<file path="config.mk">
export PLATFORM = sky130hd
export DESIGN_NAME = ex_stage
export DESIGN_NICKNAME = d
export VERILOG_FILES = /design/src/rtl/ex_stage.sv
export SDC_FILE = /design/constraint.sdc
export NUM_CORES = 1
export LEC_CHECK = 0
export BUFFER_PORTS_ARGS = -buffer_cell sky130_fd_sc_hd__buf_2
export CORE_MARGIN = 2
export CORE_UTILIZATION = 30
export DETAILED_ROUTE_END_ITERATION = 16
export GPL_TIMING_DRIVEN = 0
export HOLD_SLACK_MARGIN = 0.08
export PLACE_DENSITY_LB_ADDON = 0.12
export RECOVER_POWER = 25
export SYNTH_ARGS = -nofsm -noshare
export SYNTH_HDL_FRONTEND = slang
export SYNTH_HIERARCHICAL = 1
export SYNTH_SLANG_ARGS = --single-unit
</file>
<file path="constraint.sdc">
create_clock -name i_clk -period 7.7 [get_ports i_clk]
set_input_delay 1.54 -clock i_clk [delete_from_list [all_inputs] [get_ports i_clk]]
set_output_delay 1.54 -clock i_clk [all_outputs]
set_load 0.05 [all_outputs]
</file>
<file path="src/rtl/ex_stage.sv">
// Execute stage of the pipelined RV32I core: operand forwarding, ALU, branch/jump resolution,
// PC redirect/flush, and the EX/MEM pipeline register.

module ex_fwd #(
    parameter int WIDTH       = 32,
    parameter int RF_ADD_SIZE = 5
) (
    input  logic [RF_ADD_SIZE-1:0] i_src,
    input  logic [WIDTH-1:0]       i_rf_data,
    input  logic [WIDTH-1:0]       i_mem_data,
    input  logic [RF_ADD_SIZE-1:0] i_mem_dst,
    input  logic                   i_mem_we,
    input  logic [WIDTH-1:0]       i_wb_data,
    input  logic [RF_ADD_SIZE-1:0] i_wb_dst,
    input  logic                   i_wb_we,
    output logic [WIDTH-1:0]       o_data
);
    logic w_mem_hit, w_wb_hit;

    // x0 is never a forwarding source; the younger MEM result shadows WB
    assign w_mem_hit = i_mem_we && (i_mem_dst != '0) && (i_mem_dst == i_src);
    assign w_wb_hit  = i_wb_we  && (i_wb_dst  != '0) && (i_wb_dst  == i_src);
    assign o_data    = w_mem_hit ? i_mem_data : (w_wb_hit ? i_wb_data : i_rf_data);
endmodule

module ex_stage #(
    parameter int WIDTH       = 32,
    parameter int RF_ADD_SIZE = 5
) (
    input  logic                   i_clk,
    input  logic                   i_rstn,
    input  logic                   i_ie_branch,
    input  logic                   i_ie_jump,
    input  logic                   i_ie_bu_jb_ctrl,
    input  logic [2:0]             i_ie_funct3,
    input  logic                   i_ie_alu_op_src_ctrl,
    input  logic [3:0]             i_ie_alu_ctrl,
    input  logic                   i_ie_rf_we_ctrl,
    input  logic [2:0]             i_ie_rf_wb_src_ctrl,
    input  logic                   i_ie_mem_we,
    input  logic [WIDTH-1:0]       i_ie_rf_src_0,
    input  logic [WIDTH-1:0]       i_ie_rf_src_1,
    input  logic [WIDTH-1:0]       i_ie_sx_data,
    input  logic [WIDTH-1:0]       i_ie_pc,
    input  logic [WIDTH-1:0]       i_ie_pc_plus4,
    input  logic [RF_ADD_SIZE-1:0] i_ie_src_0,
    input  logic [RF_ADD_SIZE-1:0] i_ie_src_1,
    input  logic [RF_ADD_SIZE-1:0] i_ie_dst,
    input  logic [WIDTH-1:0]       i_mem_fwd_data,
    input  logic [RF_ADD_SIZE-1:0] i_mem_dst,
    input  logic                   i_mem_we,
    input  logic [WIDTH-1:0]       i_wb_fwd_data,
    input  logic [RF_ADD_SIZE-1:0] i_wb_dst,
    input  logic                   i_wb_we,
    input  logic                   i_stall,
    output logic                   o_pc_redirect,
    output logic [WIDTH-1:0]       o_pc_target,
    output logic                   o_flush,
    output logic [WIDTH-1:0]       o_im_alu_result,
    output logic [WIDTH-1:0]       o_im_store_data,
    output logic [WIDTH-1:0]       o_im_pc_plus4,
    output logic [RF_ADD_SIZE-1:0] o_im_dst,
    output logic                   o_im_rf_we,
    output logic                   o_im_mem_we,
    output logic [2:0]             o_im_rf_wb_src_ctrl
);
    localparam int NUM_OPS = 2;

    typedef struct packed {
        logic [WIDTH-1:0]       alu_result;
        logic [WIDTH-1:0]       store_data;
        logic [WIDTH-1:0]       pc_plus4;
        logic [RF_ADD_SIZE-1:0] dst;
        logic                   rf_we;
        logic                   mem_we;
        logic [2:0]             wb_src;
    } exmem_t;

    logic [NUM_OPS-1:0][RF_ADD_SIZE-1:0] w_src;
    logic [NUM_OPS-1:0][WIDTH-1:0]       w_rf;
    logic [NUM_OPS-1:0][WIDTH-1:0]       w_fwd;
    logic [WIDTH-1:0]                    w_a, w_b, w_alu_result;
    logic [WIDTH-1:0]                    w_base, w_sum;
    logic [4:0]                          w_shamt;
    logic                                w_cond;
    exmem_t                              w_exmem_d, r_exmem;

    assign w_src = {i_ie_src_1, i_ie_src_0};
    assign w_rf  = {i_ie_rf_src_1, i_ie_rf_src_0};

    for (genvar g = 0; g < NUM_OPS; g++) begin : g_fwd
        ex_fwd #(.WIDTH(WIDTH), .RF_ADD_SIZE(RF_ADD_SIZE)) u_fwd (
            .i_src      (w_src[g]),
            .i_rf_data  (w_rf[g]),
            .i_mem_data (i_mem_fwd_data),
            .i_mem_dst  (i_mem_dst),
            .i_mem_we   (i_mem_we),
            .i_wb_data  (i_wb_fwd_data),
            .i_wb_dst   (i_wb_dst),
            .i_wb_we    (i_wb_we),
            .o_data     (w_fwd[g])
        );
    end

    assign w_a     = w_fwd[0];
    assign w_b     = i_ie_alu_op_src_ctrl ? i_ie_sx_data : w_fwd[1];
    assign w_shamt = w_b[4:0];

    always_comb begin
        w_alu_result = '0;
        case (i_ie_alu_ctrl)
            4'b0000: w_alu_result = w_a + w_b;
            4'b0001: w_alu_result = w_a - w_b;
            4'b0010: w_alu_result = w_a & w_b;
            4'b0011: w_alu_result = w_a | w_b;
            4'b0100: w_alu_result = w_a ^ w_b;
            4'b0101: w_alu_result = w_a << w_shamt;
            4'b0110: w_alu_result = w_a >> w_shamt;
            4'b0111: w_alu_result = $unsigned($signed(w_a) >>> w_shamt);
            4'b1000: w_alu_result = {{(WIDTH-1){1'b0}}, $signed(w_a) < $signed(w_b)};
            4'b1001: w_alu_result = {{(WIDTH-1){1'b0}}, w_a < w_b};
            4'b1010: w_alu_result = w_b;
            default: w_alu_result = '0;
        endcase
    end

    // Branches always compare rs1 against forwarded rs2, never the immediate
    always_comb begin
        w_cond = 1'b0;
        case (i_ie_funct3)
            3'b000:  w_cond = (w_fwd[0] == w_fwd[1]);
            3'b001:  w_cond = (w_fwd[0] != w_fwd[1]);
            3'b100:  w_cond = ($signed(w_fwd[0]) <  $signed(w_fwd[1]));
            3'b101:  w_cond = ($signed(w_fwd[0]) >= $signed(w_fwd[1]));
            3'b110:  w_cond = (w_fwd[0] <  w_fwd[1]);
            3'b111:  w_cond = (w_fwd[0] >= w_fwd[1]);
            default: w_cond = 1'b0;
        endcase
    end

    assign w_base        = i_ie_bu_jb_ctrl ? w_fwd[0] : i_ie_pc;
    assign w_sum         = w_base + i_ie_sx_data;
    assign o_pc_target   = {w_sum[WIDTH-1:1], w_sum[0] & ~i_ie_bu_jb_ctrl};
    // A stalled instruction is not yet resolved, so it must not steer fetch
    assign o_pc_redirect = ~i_stall & (i_ie_jump | (i_ie_branch & w_cond));
    assign o_flush       = o_pc_redirect;

    always_comb begin
        w_exmem_d            = '0;
        w_exmem_d.alu_result = w_alu_result;
        w_exmem_d.store_data = w_fwd[1];
        w_exmem_d.pc_plus4   = i_ie_pc_plus4;
        w_exmem_d.dst        = i_ie_dst;
        w_exmem_d.rf_we      = i_ie_rf_we_ctrl;
        w_exmem_d.mem_we     = i_ie_mem_we;
        w_exmem_d.wb_src     = i_ie_rf_wb_src_ctrl;
    end

    // All-zero register contents are a NOP for the memory stage
    always_ff @(posedge i_clk or negedge i_rstn) begin
        if (!i_rstn)       r_exmem <= '0;
        else if (!i_stall) r_exmem <= w_exmem_d;
    end

    assign o_im_alu_result     = r_exmem.alu_result;
    assign o_im_store_data     = r_exmem.store_data;
    assign o_im_pc_plus4       = r_exmem.pc_plus4;
    assign o_im_dst            = r_exmem.dst;
    assign o_im_rf_we          = r_exmem.rf_we;
    assign o_im_mem_we         = r_exmem.mem_we;
    assign o_im_rf_wb_src_ctrl = r_exmem.wb_src;
endmodule

</file>
---- Word-level counts from Yosys, hierarchy flattened ----
Index checks and enable logic that the tools add are counted.
storage, ports and cells
  bits in registers ....................... 106
  word-level logic and storage cells ...... 67
  output and inout port bits .............. 140
cells by class
  equal/unequal tests ..................... 21
  shifts and indexed selects .............. 3
  multiplexer cells ....................... 8
  add/subtract/negate cells ............... 3
  order comparisons ....................... 6
  reductions and logical operators ........ 10
  bitwise gates (word level) .............. 9
operators by type and width
  cell                  number
  $pmux W32 S11         1
  $mux W32              6
  $lt A32 B32 Y1        4
  $add A32 B32 Y32      2
  $ge A32 B32 Y1        2
  $and A32 B32 Y32      1
  $eq A32 B32 Y1        1
  $ne A32 B32 Y1        1
  $or A32 B32 Y32       1
  $shl A32 B5 Y32       1
  $shr A32 B5 Y32       1
  $sshr A32 B5 Y32      1
  $sub A32 B32 Y32      1
  $xor A32 B32 Y32      1
  $eq A5 B5 Y1          4
  $eq A4 B3 Y1 const B  4
  $eq A3 B3 Y1 const B  4
  $eq A4 B4 Y1 const B  3
  $reduce_bool A5 Y1    2
  $eq A4 B2 Y1 const B  2
  $logic_and A1 B1 Y1   6
  $pmux W1 S6           1
  $eq A4 B1 Y1 const B  1
  $logic_not A4 Y1      1
  5 further kinds       8

---- Depth between registers and ports, before layout ----
Gate-level depths: netlist (run 1).
  depth in word-level cells ............... 10
  depth in mapped cells ................... 23

---- Cells and area by module ----
The synthesis (run 1) kept the hierarchy.
modules (own cells, without submodules)
  module    area an instance (sq um)  times used  cells each
  ex_stage  15534.9                   1           2020
  ex_fwd    1167.4                    2           185

---- Worst setup path before layout (run 1) ----
OpenSTA, ideal clock, no wires.
  path type ............................... input to output
  start point ............................. input i_wb_dst[0]
  end point ............................... output o_pc_redirect
  path slack .............................. -0.161 ns
  arrival ................................. 6.321 ns
  stages on the path ...................... 17
  buffers on the path ..................... 2
  cells stage by stage .................... nor4_1 > o21a_1 > buf_1 > o31ai_1 > a31oi_1 > ha_1 > a21o_1 > a21o_1 > a21o_1 > a211oi_1 > a21oi_1 > a211oi_1 > nand3b_1 > o21ai_0 > mux2i_1 > o31ai_1 > buf_4
on the way
  longest elaborated chain between the ends .. 10
  elaborated cells on any way between the ends .. 20
  those cells by class .................... order compare: 4; eq/ne: 4; mux: 5; bitwise: 3; reduce/logical: 4
RTL lines
  item                                          RTL line  text
  start: declaration                            53        input logic [RF_ADD_SIZE-1:0] i_wb_dst,
  $reduce_bool A5 Y1                            22        assign w_wb_hit = i_wb_we && (i_wb_dst != '0) && (i_wb_dst == i_src);
  $logic_and A1 B1 Y1                           22
  $logic_and A1 B1 Y1 *                         22
  $mux W32 * (2 in a row)                       23        assign o_data = w_mem_hit ? i_mem_data : (w_wb_hit ? i_wb_data : i_rf_data);
  net w_a[25]                                   82        logic [WIDTH-1:0] w_a, w_b, w_alu_result;
  $ge A32 B32 Y1, or another cell as far along  136       3'b111: w_cond = (w_fwd[0] >= w_fwd[1]);
  $pmux W1 S6 *                                 130       case (i_ie_funct3)
  $and A1 B1 Y1 *                               145       assign o_pc_redirect = ~i_stall & (i_ie_jump | (i_ie_branch & w_cond));
  $or A1 B1 Y1 *                                145
  $and A1 B1 Y1 *                               145
  end: declaration                              56        output logic o_pc_redirect,
The timed path passes the listed nets; every way through them passes the cells marked *.

---- Worst setup path in the final report (run 1) ----
  start point ............................. input i_mem_dst[0]
  end point ............................... output o_pc_target[30]
on the way
  longest elaborated chain between the ends .. 6
  elaborated cells on any way between the ends .. 7
  those cells by class .................... add/sub: 1; eq/ne: 1; mux: 2; reduce/logical: 3
RTL lines
  item                   RTL line  text
  start: declaration     50        input logic [RF_ADD_SIZE-1:0] i_mem_dst,
  $reduce_bool A5 Y1     21        assign w_mem_hit = i_mem_we && (i_mem_dst != '0) && (i_mem_dst == i_src);
  $logic_and A1 B1 Y1    21
  $logic_and A1 B1 Y1 *  21
  $mux W32 *             23
  net w_a[5]             82
  $mux W32 *             141       assign w_base = i_ie_bu_jb_ctrl ? w_fwd[0] : i_ie_pc;
  $add A32 B32 Y32 *     142       assign w_sum = w_base + i_ie_sx_data;
  end: declaration       57        output logic [WIDTH-1:0] o_pc_target,
Marked as above.

==> results of run 1 <==
-- synth_stat cells, types with 27 or more instances --
| cell type | count | area share |
|---|---|---|
| a21o_1 | 47 | 0.020 |
| a21oi_1 | 159 | 0.045 |
| a221oi_1 | 27 | 0.013 |
| a31oi_1 | 83 | 0.029 |
| buf_2 | 27 | 0.0076 |
| clkbuf_1 | 136 | 0.029 |
| dfrtp_1 | 106 | 0.15 |
| ha_1 | 161 | 0.11 |
| inv_1 | 128 | 0.027 |
| mux2_2 | 75 | 0.047 |
| mux2i_1 | 133 | 0.074 |
| nand2_1 | 192 | 0.040 |
| nand3_1 | 35 | 0.0098 |
| nand4_1 | 75 | 0.026 |
| nor2_1 | 169 | 0.035 |
| nor3_1 | 41 | 0.011 |
| nor4_1 | 74 | 0.026 |
| o211ai_1 | 34 | 0.014 |
| o21ai_0 | 183 | 0.051 |
| o22ai_1 | 33 | 0.012 |
| o31ai_1 | 77 | 0.032 |
| xnor2_1 | 50 | 0.025 |
-- layer usage --
layer	GRT usage	up-vias	share of wire
met5	0	-	0.0012
met4	0.212	18	0.068
met3	0.0755	317	0.083
met2	0.573	1335	0.45
met1	0.434	11200	0.39
li1	-	10000	-
-- power breakdown --
part,internal [mW],switching (mW),total (mW)
combinational,0.743,1.73,2.48
clock,0.230,0.285,0.515
sequential,0.623,0.0469,0.670
total,1.60,2.07,3.66
-- kinds of logic after synthesis --
logic type	share of synthesized area
compound gates	0.308
simple gates	0.182
buf+inv	0.0762
mux	0.141
fa+ha+maj	0.116
flops	0.148
xor+xnor	0.0284
-- how the worst max path moves through the flow --
stage / start / endpoint / slack [ns] / depth (start not counted)
after global routing: i_wb_dst[0] / o_pc_target[31] / -0.17 / 19
after detailed placement: i_wb_dst[0] / o_pc_target[30] / -1.39 / 19
after CTS: i_wb_dst[4] / o_pc_redirect / -0.17 / 20
after global placement: i_wb_dst[0] / o_pc_target[30] / -2.24 / 19
final: i_mem_dst[0] / o_pc_target[30] / 0.04 / 21
after floorplan: i_wb_dst[0] / o_pc_target[31] / 0.23 / 18
-- registers in the layout, summed over array words and instances, names as in the netlist --
| signal | flops |
|---|---|
| o_im_rf_we | 1 |
| o_im_store_data | 32 |
| o_im_rf_wb_src_ctrl | 3 |
| o_im_alu_result | 32 |
| o_im_pc_plus4 | 32 |
| o_im_dst | 5 |
| o_im_mem_we | 1 |
-- cells in the final DEF (no fill, tap or decap), types with 16 or more instances in the layout --
master and n:
nand2b_1 22, buf_4 49, nor3_1 40, mux2_2 73
a21o_1 47, nor2_1 169, dfrtp_1 106, a21oi_1 152
o22ai_1 33, buf_8 16, nand2_1 191, o21ai_0 176
o221ai_1 18, clkbuf_2 23, a221oi_1 25, o31ai_1 59
xnor2_1 49, a31oi_4 21, mux2i_1 132, o21a_1 19
a31oi_1 43, clkbuf_1 110, ha_1 155, nor4_1 71
a22oi_1 16, o31ai_2 18, nand3_1 32, nand4_1 75
a31oi_2 19, inv_1 128, o211ai_1 34, buf_2 431
-- metrics by stage --
step / power, mW / setup TNS (ns) / utilization
3_5_place_dp: 3.00 / -25.91 / 0.363
4_1_cts: 3.57 / -0.360 / 0.376
6_report: 3.66 / 0 / 0.384
2_1_floorplan: 2.18 / 0 / -
3_3_place_gp: 2.97 / -41.61 / 0.355
5_1_grt: 3.82 / -0.632 / 0.384
-- tightest hold or removal path, stage by stage (launching register included) --
cell     delay, ns
dfrtp_1       0.34
nand2_1       0.05
o21ai_0       0.06
-- timing repair --
| action | CTS | global route |
|---|---|---|
| setup endpoints to repair | 37 | 21 |
| resized for setup | 76 | 93 |
| pin swaps | 14 | 12 |
| buffers inserted | 17 | 25 |
-- final cells by class --
type,count,area share
antenna,8,0.000884
buffer,190,0.0393
clock buffer,9,0.00995
clock inverter,7,0.00332
inverter,135,0.0225
multi-input combinational,1952,0.646
sequential,106,0.117
tap,773,0.0427
timing repair buffer,471,0.118
==> results.tsv, run 1 <==
stage	metric	value	unit
die	Top Ports	410	
cells_and_area	filler-free cell count of the finished design	3651	
synthesis	number of distinct library cells after synthesis	86	
clock_network	Root Buffer	clkbuf_16	
setup_path	r2r worst-path depth	6	
synthesis	post-synthesis async set-or-reset flop share	1.00	
power_and_ir_drop	leakage power	9.89	nW
setup_path	CP endpoint kind	output port	
synthesis	Yosys warnings	6	
synthesis	Mapped Area	17900	um^2
sta	Final period util	0.995	
global_routing	vias in the first global route	22000	
power_and_ir_drop	Max VDD drop	0.000114	V
die	num rows	89	
clock_network	hold_buf cts	0	
route	total wire length	112000	um
outcome	status	finished, violations left	
cells_and_area	# fillers	6324	
sta	Fmax	131	MHz
cells_and_area	Nets	3299	
hold_path	hold wc startpoint	o_im_alu_result[5]$_DFFE_PN0N_	
hold_path	Hold Path Cell Cnt	2	
route	DRC Markers	0	
clock_network	clk buf depth	2	
place	GPL Wtd Cong	1.02	
synthesis	register bit total from synthesis	106	
cells_and_area	cell area after layout	22600	um^2
synthesis	mean post-synth cell area	7.48	um^2
die	DIE AREA	61500	um^2
clock_network	Num CTS Buffers	9	
route	Detail Route Antenna Nets	0	
clock_network	CTS clk-pin slew, worst paths	0.09	ns
sta	final setup margin	0.0389	ns
die	chip height	248	um
route	Vias	22900	
place	Inst Count DP	3592	
job	Max-Cap Viols	2	
setup_path	CP Buf/Inv Count	6	
route	1st-pass router iterations	9	
setup_path	startpoint types	primary input	
setup_path	WP data required	6.16	ns
die	Die X	248	um
cells_and_area	sequential cell area	2650	um^2
power_and_ir_drop	pwr dens	162	nW/um^2
global_routing	initial antenna violation count	16	
setup_path	crit-path max FO	10	
cells_and_area	multi-input logic area	14600	um^2
clock_network	H-tree lvl count	3	
setup_path	CP Cell Sequence	buf_2 > or4_4 > a21oi_4 > buf_4 > buf_4 > clkbuf_4 > nor4_1 > a31oi_4 > mux2_2 > ha_1 > a21o_1 > o2111ai_2 > a31oi_4 > a221oi_2 > buf_4 > o21ai_4 > o311ai_4 > o21ai_2 > a21oi_2 > xnor2_2 > buf_6	
setup_path	worst reg2reg path endpoint	o_im_alu_result[23]$_DFFE_PN0N_	
setup_path	worst r2r src	o_im_alu_result[23]$_DFFE_PN0N_	
global_routing	grt ovf	0	
sta	final hold viol count	0	
setup_path	max incr delay on CP	0.55	ns
global_routing	pin count of the biggest net entering global routing	61	
sta	Max-slew headroom	-1.29	
setup_path	R2R setup slack	5.79	ns
cells_and_area	fraction of final layout cells sized beyond drive strength 1	0.268	
clock_network	TritonCTS Sinks	106	
sta	Hold Slack	0.486	ns
sta	max-slew violations	109	
setup_path	Crit path max-delay family	compound AO/OA/AOI/OAI gates	
hold_path	worst min path class	reg2reg	
setup_path	kind of critical path	in2out	
setup_path	WP data arrival	6.12	ns
clock_network	worst skew pair latency	0.40	ns
clock_network	CTS tree	done	
setup_path	Critical Path Slowest Stage Cell	or4_4	
die	Initial Util	0.303	
synthesis	Syn Nets	2824	
synthesis	post-synthesis cell count	2390	
synthesis	prevailing post-synth register cell	dfrtp_1	
route	DR vias/cell	6.26	
global_routing	first-pass GRT wire length	157000	um
route	DR iter-0 viols	2516	
route	DR WL/cell	30.8	um
setup_path	cell mode on critical path	buf_4	
die	area of the core	58900	um^2
place	Setup WS pre-CTS	-1.39	ns
place	port bufs	408	
cells_and_area	Synth-to-Final Area Change	26.7	%
hold_path	hold endpoint	o_im_alu_result[5]$_DFFE_PN0N_	
global_routing	gr usage total	0.355	
sta	slew at the pin with the worst max-slew slack	3.44	ns
sta	final worst clock skew	0	ns
sta	endpoints failing setup	0	
place	placed inst area	21400	um^2
outcome	failing checks	max-capacitance violations, max-slew violations	
place	Final HPWL DP	90600	um
synthesis	Seq/Total Area, Yosys	0.148	
sta	RSZ-0062 raised after global routing	true	
synthesis	EDFF count, synth	0	
sta	post-layout min period	7.66	ns
Power figures use the tool's default switching activity.
==> inputs of run 2 (changes only) <==
--- a/config.mk
+++ b/config.mk
@@ -6,13 +6,13 @@
 export NUM_CORES = 1
 export LEC_CHECK = 0
 export BUFFER_PORTS_ARGS = -buffer_cell sky130_fd_sc_hd__buf_2
-export CORE_MARGIN = 2
 export CORE_UTILIZATION = 30
 export DETAILED_ROUTE_END_ITERATION = 16
 export GPL_TIMING_DRIVEN = 0
 export HOLD_SLACK_MARGIN = 0.08
 export PLACE_DENSITY_LB_ADDON = 0.12
 export RECOVER_POWER = 25
+export SETUP_SLACK_MARGIN = 0.15
 export SYNTH_ARGS = -nofsm -noshare
 export SYNTH_HDL_FRONTEND = slang
 export SYNTH_HIERARCHICAL = 1
==> constraint.sdc (replaced) <==
create_clock -name i_clk -period 8 [get_ports i_clk]
set_input_delay 1.6 -clock i_clk [delete_from_list [all_inputs] [get_ports i_clk]]
set_output_delay 1.6 -clock i_clk [all_outputs]
set_load 0.05 [all_outputs]
==> results.tsv, run 2 (synthesis results as in run 1) <==
stage	metric	value	unit
global_routing	pin count of the biggest net entering global routing	60	
power_and_ir_drop	internal power	1.54	mW
setup_path	max incr delay on CP	0.44	ns
global_routing	gr usage total	0.358	
route	Detail Route Antenna Nets	0	
setup_path	WP data required	6.40	ns
die	num rows	89	
clock_network	clk buf depth	2	
cells_and_area	# fillers	6340	
power_and_ir_drop	pwr dens	155	nW/um^2
setup_path	crit-path max FO	6	
setup_path	kind of critical path	in2out	
route	top layer in use	met5	
setup_path	Critical Path Slowest Stage Cell	a31oi_2	
power_and_ir_drop	combinational share of power	0.678	
power_and_ir_drop	Max VDD drop	0.000129	V
global_routing	first-pass GRT wire length	156000	um
place	port bufs	408	
die	area of the core	58900	um^2
power_and_ir_drop	Pwr Total	3.53	mW
die	Die X	246	um
route	DR vias/cell	6.23	
route	DR WL/cell	30.6	um
power_and_ir_drop	Reg power frac	0.182	
die	Top Ports	410	
route	Routed met3 length	9260	um
cells_and_area	most common cell after layout, fill and taps aside	buf_2	
outcome	failing checks	max-capacitance violations, max-slew violations	
clock_network	CTS tree	done	
clock_network	worst skew pair latency	0.40	ns
power_and_ir_drop	clock share of power	0.140	
place	GPL Wtd Cong	1.03	
sta	Max-slew headroom	-1.26	
sta	Fmax	128	MHz
clock_network	TritonCTS Sinks	106	
global_routing	grt ovf	0	
setup_path	CP Cell Sequence	buf_2 > xnor2_1 > nand3_4 > or3_4 > buf_8 > clkbuf_16 > buf_4 > a31oi_2 > ha_1 > a21o_1 > a21oi_1 > and3b_1 > o211ai_1 > a211oi_2 > nand2_1 > mux2_2 > a41oi_1 > o31ai_2 > buf_4 > buf_2	
place	Inst Count DP	3593	
sta	max-slew violations	109	
route	1st-pass router iterations	6	
clock_network	Root Buffer	clkbuf_16	
sta	Hold Slack	0.493	ns
job	Max-Cap Viols	2	
sta	post-layout min period	7.82	ns
hold_path	worst min path class	reg2reg	
cells_and_area	commonest non-fill, non-tap cells in the layout	buf_2 (432), nand2_1 (192), o21ai_0 (178), nor2_1 (169), ha_1 (155)	
clock_network	hold_buf cts	0	
setup_path	startpoint types	primary input	
route	DRC Markers	0	
setup_path	CP endpoint kind	output port	
global_routing	vias in the first global route	22000	
cells_and_area	sequential cell area	2650	um^2
cells_and_area	fin util	0.387	
power_and_ir_drop	leakage power	9.94	nW
die	chip height	246	um
sta	endpoints failing setup	0	
die	Initial Util	0.303	
cells_and_area	fraction of final layout cells sized beyond drive strength 1	0.272	
power_and_ir_drop	Sw Pwr	1.99	mW
sta	RSZ-0062 raised after global routing	true	
route	DR iter-0 viols	2199	
die	DIE AREA	60500	um^2
route	total wire length	112000	um
sta	final worst clock skew	0	ns
route	WL met1	44000	um
clock_network	CTS clk-pin slew, worst paths	0.09	ns
route	Vias	22800	
sta	slew at the pin with the worst max-slew slack	3.39	ns
clock_network	H-tree lvl count	3	
global_routing	initial antenna violation count	11	
outcome	status	finished, violations left	
clock_network	Num CTS Buffers	9	
route	met2 WL post-DR	50600	um
power_and_ir_drop	sw frac	0.564	
cells_and_area	multi-input logic area	14700	um^2
sta	Final period util	0.978	
cells_and_area	filler-free cell count of the finished design	3657	
sta	final hold viol count	0	
setup_path	WP data arrival	6.22	ns
cells_and_area	Synth-to-Final Area Change	27.6	%
cells_and_area	Nets	3303	
place	Final HPWL DP	90400	um
## run 2: path summary, 6_finish.rpt
| kind | from | end | slack (ns) | cells past startpoint |
|---|---|---|---|---|
| worst max-delay path | i_ie_src_0[2] | o_pc_redirect | 0.18 | 20 |
| min in group asynchronous | i_rstn | o_im_pc_plus4[18]$_DFFE_PN0N_ | 2.06 | 1 |
| worst max register to register | o_im_alu_result[23]$_DFFE_PN0N_ | o_im_alu_result[23]$_DFFE_PN0N_ | 6.03 | 6 |
| max in group asynchronous | i_rstn | o_im_store_data[23]$_DFFE_PN0N_ | 1.62 | 2 |
| worst min-delay path | o_im_alu_result[11]$_DFFE_PN0N_ | o_im_alu_result[11]$_DFFE_PN0N_ | 0.49 | 2 |
| worst min register to register | o_im_alu_result[11]$_DFFE_PN0N_ | o_im_alu_result[11]$_DFFE_PN0N_ | 0.49 | 2 |
## run 2: layout make-up
type / instances / area share
multi-input combinational: 1952 / 0.646
timing repair buffer: 469 / 0.118
sequential: 106 / 0.116
tap: 773 / 0.0424
buffer: 196 / 0.0408
inverter: 135 / 0.0223
clock buffer: 9 / 0.00988
clock inverter: 7 / 0.00285
antenna: 10 / 0.00110
## run 2: power groups by stage
stage	sequential [mW]	clock, mW	combinational (mW)
after floorplan	0.874	0	1.22
after global placement	0.651	0	2.21
after detailed placement	0.654	0	2.23
after CTS	0.644	0.511	2.29
after global routing	0.650	0.520	2.51
final	0.643	0.494	2.39
## run 2: routing by layer
| layer | global-route usage | vias to the layer above |
|---|---|---|
| met3 | 0.0723 | 314 |
| met1 | 0.431 | 11200 |
| li1 | - | 10000 |
| met5 | 0 | - |
| met2 | 0.577 | 1271 |
| met4 | 0.230 | 6 |
## run 2: repair_timing
action                                  4_1_cts  5_1_grt
cloned                                        0        1
pin swaps                                    17       23
gates resized for setup                      73      126
endpoints found under the setup margin       33       24
buffers inserted                             19       19
## run 2: metrics by stage
stage	area (um^2)	TNS [ns]	setup WS, ns
floorplan	17900	0	0.409
global placement	20900	-32.17	-1.99
detailed placement	21400	-18.57	-1.25
CTS	22200	0	0.0512
global route	22800	0	0.106
finish	22800	0	0.178
## run 2: critical path: cells and delay by family
family,cells,cell delay [ns]
XOR/XNOR,1,0.29
adder cells (fa/ha/maj),1,0.35
AND/OR/NAND/NOR,4,1.09
AO/OA/AOI/OAI,7,1.64
buffers and inverters,6,0.92
multiplexers,1,0.32
==> inputs of run 3 (changes only) <==
--- a/config.mk
+++ b/config.mk
@@ -15,5 +15,4 @@
 export SETUP_SLACK_MARGIN = 0.15
 export SYNTH_ARGS = -nofsm -noshare
 export SYNTH_HDL_FRONTEND = slang
-export SYNTH_HIERARCHICAL = 1
 export SYNTH_SLANG_ARGS = --single-unit
==> results.tsv, run 3 <==
stage	metric	value	unit
synthesis	Syn Nets	2802	
hold_path	hold endpoint	o_im_store_data[29]$_DFFE_PN0N_	
clock_network	clk buf depth	2	
route	Detail Route Antenna Nets	0	
route	DR WL/cell	31.5	um
setup_path	CP endpoint kind	output port	
hold_path	Hold Path Cell Cnt	2	
die	Die X	243	um
setup_path	worst reg2reg path endpoint	o_im_alu_result[6]$_DFFE_PN0N_	
clock_network	CTS tree	done	
place	port bufs	407	
route	1st-pass router iterations	8	
sta	RSZ-0062 raised after global routing	true	
sta	Hold Slack	0.482	ns
power_and_ir_drop	Sw Pwr	2.00	mW
clock_network	TritonCTS Sinks	106	
sta	final worst clock skew	0	ns
cells_and_area	commonest non-fill, non-tap cells in the layout	buf_2 (424), nand2_1 (200), a21oi_1 (183), nor2_1 (158), ha_1 (156)	
power_and_ir_drop	pwr dens	159	nW/um^2
die	num rows	87	
clock_network	Num CTS Buffers	9	
clock_network	CTS clk-pin slew, worst paths	0.08	ns
synthesis	prevailing post-synth register cell	dfrtp_1	
setup_path	startpoint types	primary input	
outcome	status	finished, violations left	
global_routing	initial antenna violation count	17	
sta	post-layout min period	7.92	ns
synthesis	mean post-synth cell area	7.33	um^2
die	chip height	243	um
cells_and_area	Nets	3280	
die	Top Ports	410	
cells_and_area	# fillers	6164	
synthesis	Mapped Area	17400	um^2
route	Vias	22800	
clock_network	Root Buffer	clkbuf_16	
cells_and_area	Synth-to-Final Area Change	28.0	%
hold_path	worst min path class	reg2reg	
synthesis	area leader, netlist	dfrtp_1	
setup_path	kind of critical path	in2out	
sta	Fmax	126	MHz
synthesis	number of distinct library cells after synthesis	101	
clock_network	worst skew pair latency	0.40	ns
hold_path	hold wc startpoint	o_im_store_data[29]$_DFFE_PN0N_	
clock_network	hold_buf cts	0	
setup_path	worst r2r src	o_im_alu_result[6]$_DFFE_PN0N_	
clock_network	H-tree lvl count	3	
power_and_ir_drop	clock share of power	0.140	
sta	setup TNS	0	ns
setup_path	R2R setup slack	5.71	ns
power_and_ir_drop	sw frac	0.565	
sta	Final period util	0.990	
setup_path	Critical Path Slowest Stage Cell	o32a_4	
route	total wire length	114000	um
setup_path	crit-path max FO	10	
global_routing	first-pass GRT wire length	160000	um
sta	Max-slew headroom	-1.43	
setup_path	WP data required	6.40	ns
power_and_ir_drop	internal power	1.54	mW
die	area of the core	56800	um^2
synthesis	register bit total from synthesis	106	
place	Final HPWL DP	92500	um
power_and_ir_drop	Max VDD drop	0.000104	V
power_and_ir_drop	combinational share of power	0.677	
synthesis	post-synthesis async set-or-reset flop share	1.00	
synthesis	Synth area leaders	dfrtp_1 (15%), ha_1 (11%), o21ai_0 (5.5%), a21oi_1 (5.5%), mux2_2 (5.3%)	
die	Initial Util	0.306	
sta	endpoints failing setup	0	
power_and_ir_drop	leakage power	9.67	nW
synthesis	post-synthesis cell count	2370	
cells_and_area	fraction of final layout cells sized beyond drive strength 1	0.281	
synthesis	Synth top cells by count	nand2_1 (201), o21ai_0 (191), a21oi_1 (190)	
sta	slew at the pin with the worst max-slew slack	3.65	ns
route	DR iter-0 viols	2860	
synthesis	EDFF count, synth	0	
job	Max-Cap Viols	3	
cells_and_area	most common cell after layout, fill and taps aside	buf_2	
setup_path	max incr delay on CP	0.41	ns
synthesis	Yosys warnings	0	
die	DIE AREA	58900	um^2
global_routing	pin count of the biggest net entering global routing	67	
route	DR vias/cell	6.30	
sta	max-slew violations	109	
sta	final hold viol count	0	
outcome	failing checks	max-capacitance violations, max-slew violations	
global_routing	vias in the first global route	21600	
global_routing	grt ovf	0	
power_and_ir_drop	Reg power frac	0.183	
route	DRC Markers	0	
setup_path	CP Cell Sequence	buf_2 > xnor2_1 > nand4_1 > clkbuf_2 > clkbuf_1 > nor3_1 > a31oi_4 > mux2_2 > ha_1 > or3_1 > o211a_1 > o31a_1 > o32a_4 > a311o_1 > nand3_1 > nand2_2 > a311oi_4 > xnor2_2 > buf_6	
place	GPL Wtd Cong	1.05	
synthesis	most frequent cell after synthesis	nand2_1	
synthesis	Seq/Total Area, Yosys	0.153	
setup_path	r2r worst-path depth	6	
synthesis	Synth top area share	0.153	
setup_path	WP data arrival	6.32	ns
cells_and_area	fin util	0.391	
global_routing	gr usage total	0.373	
[run 3: cell types whose count changed after synthesis, sizes merged, moves of 15 or more]
| cell | before | now |
|---|---|---|
| nand3 | 35 | 133 |
| o31ai | 77 | 11 |
| mux2i | 135 | 70 |
| nor4 | 74 | 10 |
| o21ai | 187 | 246 |
| nand4 | 75 | 20 |
| a21oi | 161 | 195 |
| a31oi | 83 | 51 |
| nor3 | 41 | 73 |
| clkbuf | 136 | 105 |
| o22ai | 33 | 14 |
| a21o | 47 | 32 |
[run 3: cell type report]
type | instances | area (um^2) | area share
Multi-Input combinational cell | 1954 | 14200 | 0.640
Clock buffer | 9 | 225 | 0.0101
Clock inverter | 7 | 93.8 | 0.00422
Timing Repair Buffer | 470 | 2680 | 0.120
Sequential cell | 106 | 2650 | 0.119
Tap cell | 756 | 946 | 0.0425
Inverter | 137 | 514 | 0.0231
Antenna cell | 8 | 20.0 | 0.000900
Buffer | 170 | 866 | 0.0389
[run 3: kinds of logic after synthesis]
| family | after synthesis | synth area share |
|---|---|---|
| buf+inv | 310 | 0.0740 |
| xor+xnor | 64 | 0.0323 |
| mux | 157 | 0.0995 |
| compound gates | 867 | 0.333 |
| flops | 106 | 0.153 |
| simple gates | 704 | 0.191 |
| fa+ha+maj | 162 | 0.118 |
[run 3: how the worst max path moves through the flow]
stage | from | end | slack [ns] | cells after the start
CTS | i_mem_dst[0] | o_pc_target[31] | 0.09 | 21
finish | i_mem_dst[1] | o_pc_target[31] | 0.08 | 19
floorplan | i_wb_dst[1] | o_pc_target[30] | 0.15 | 20
global placement | i_wb_dst[2] | o_pc_target[31] | -1.59 | 20
global route | i_wb_dst[2] | o_pc_target[31] | -0.06 | 19
detailed placement | i_mem_dst[0] | o_im_alu_result[0]$_DFFE_PN0N_ | -1.34 | 23
[run 3: power groups by stage]
stage / Combinational (mW) / Clock (mW) / Sequential [mW]
3_5_place_dp: 2.21 / 0 / 0.657
5_1_grt: 2.49 / 0.527 / 0.653
3_3_place_gp: 2.20 / 0 / 0.655
2_1_floorplan: 1.20 / 0 / 0.863
4_1_cts: 2.28 / 0.510 / 0.647
6_report: 2.39 / 0.496 / 0.648
[run 3: metrics by stage]
step | cell area (um^2) | power (mW) | setup slack [ns] | cells
2_1_floorplan | 17400 | 2.06 | 0.151 | 2370
3_3_place_gp | 20400 | 2.85 | -1.59 | 3533
3_5_place_dp | 20700 | 2.87 | -1.34 | 3550
4_1_cts | 21700 | 3.44 | 0.0916 | 3586
5_1_grt | 22200 | 3.67 | -0.0588 | 3613
6_report | 22200 | 3.54 | 0.0774 | 3617
[run 3: worst max-delay path, delay by kind of cell]
| kind | cells | cell delay, ns |
|---|---|---|
| AOI/OAI and AO/OA | 6 | 1.69 |
| muxes | 1 | 0.30 |
| buffers and inverters | 4 | 1.01 |
| xor gates and xnor gates | 2 | 0.29 |
| and+or+nand+nor | 5 | 1.19 |
| adders and majority gates | 1 | 0.23 |
[run 3: layer usage]
metal	part of all wire	track usage
met2	0.43	0.574
met4	0.047	0.155
met3	0.10	0.0773
met5	0.00069	0
met1	0.42	0.505
[run 3: repair_timing]
action | 4_1_cts | 5_1_grt
buffers inserted | 23 | 23
pin swaps | 25 | 17
gates resized for setup | 122 | 104
cloned | 0 | 0
setup endpoints to repair | 43 | 28
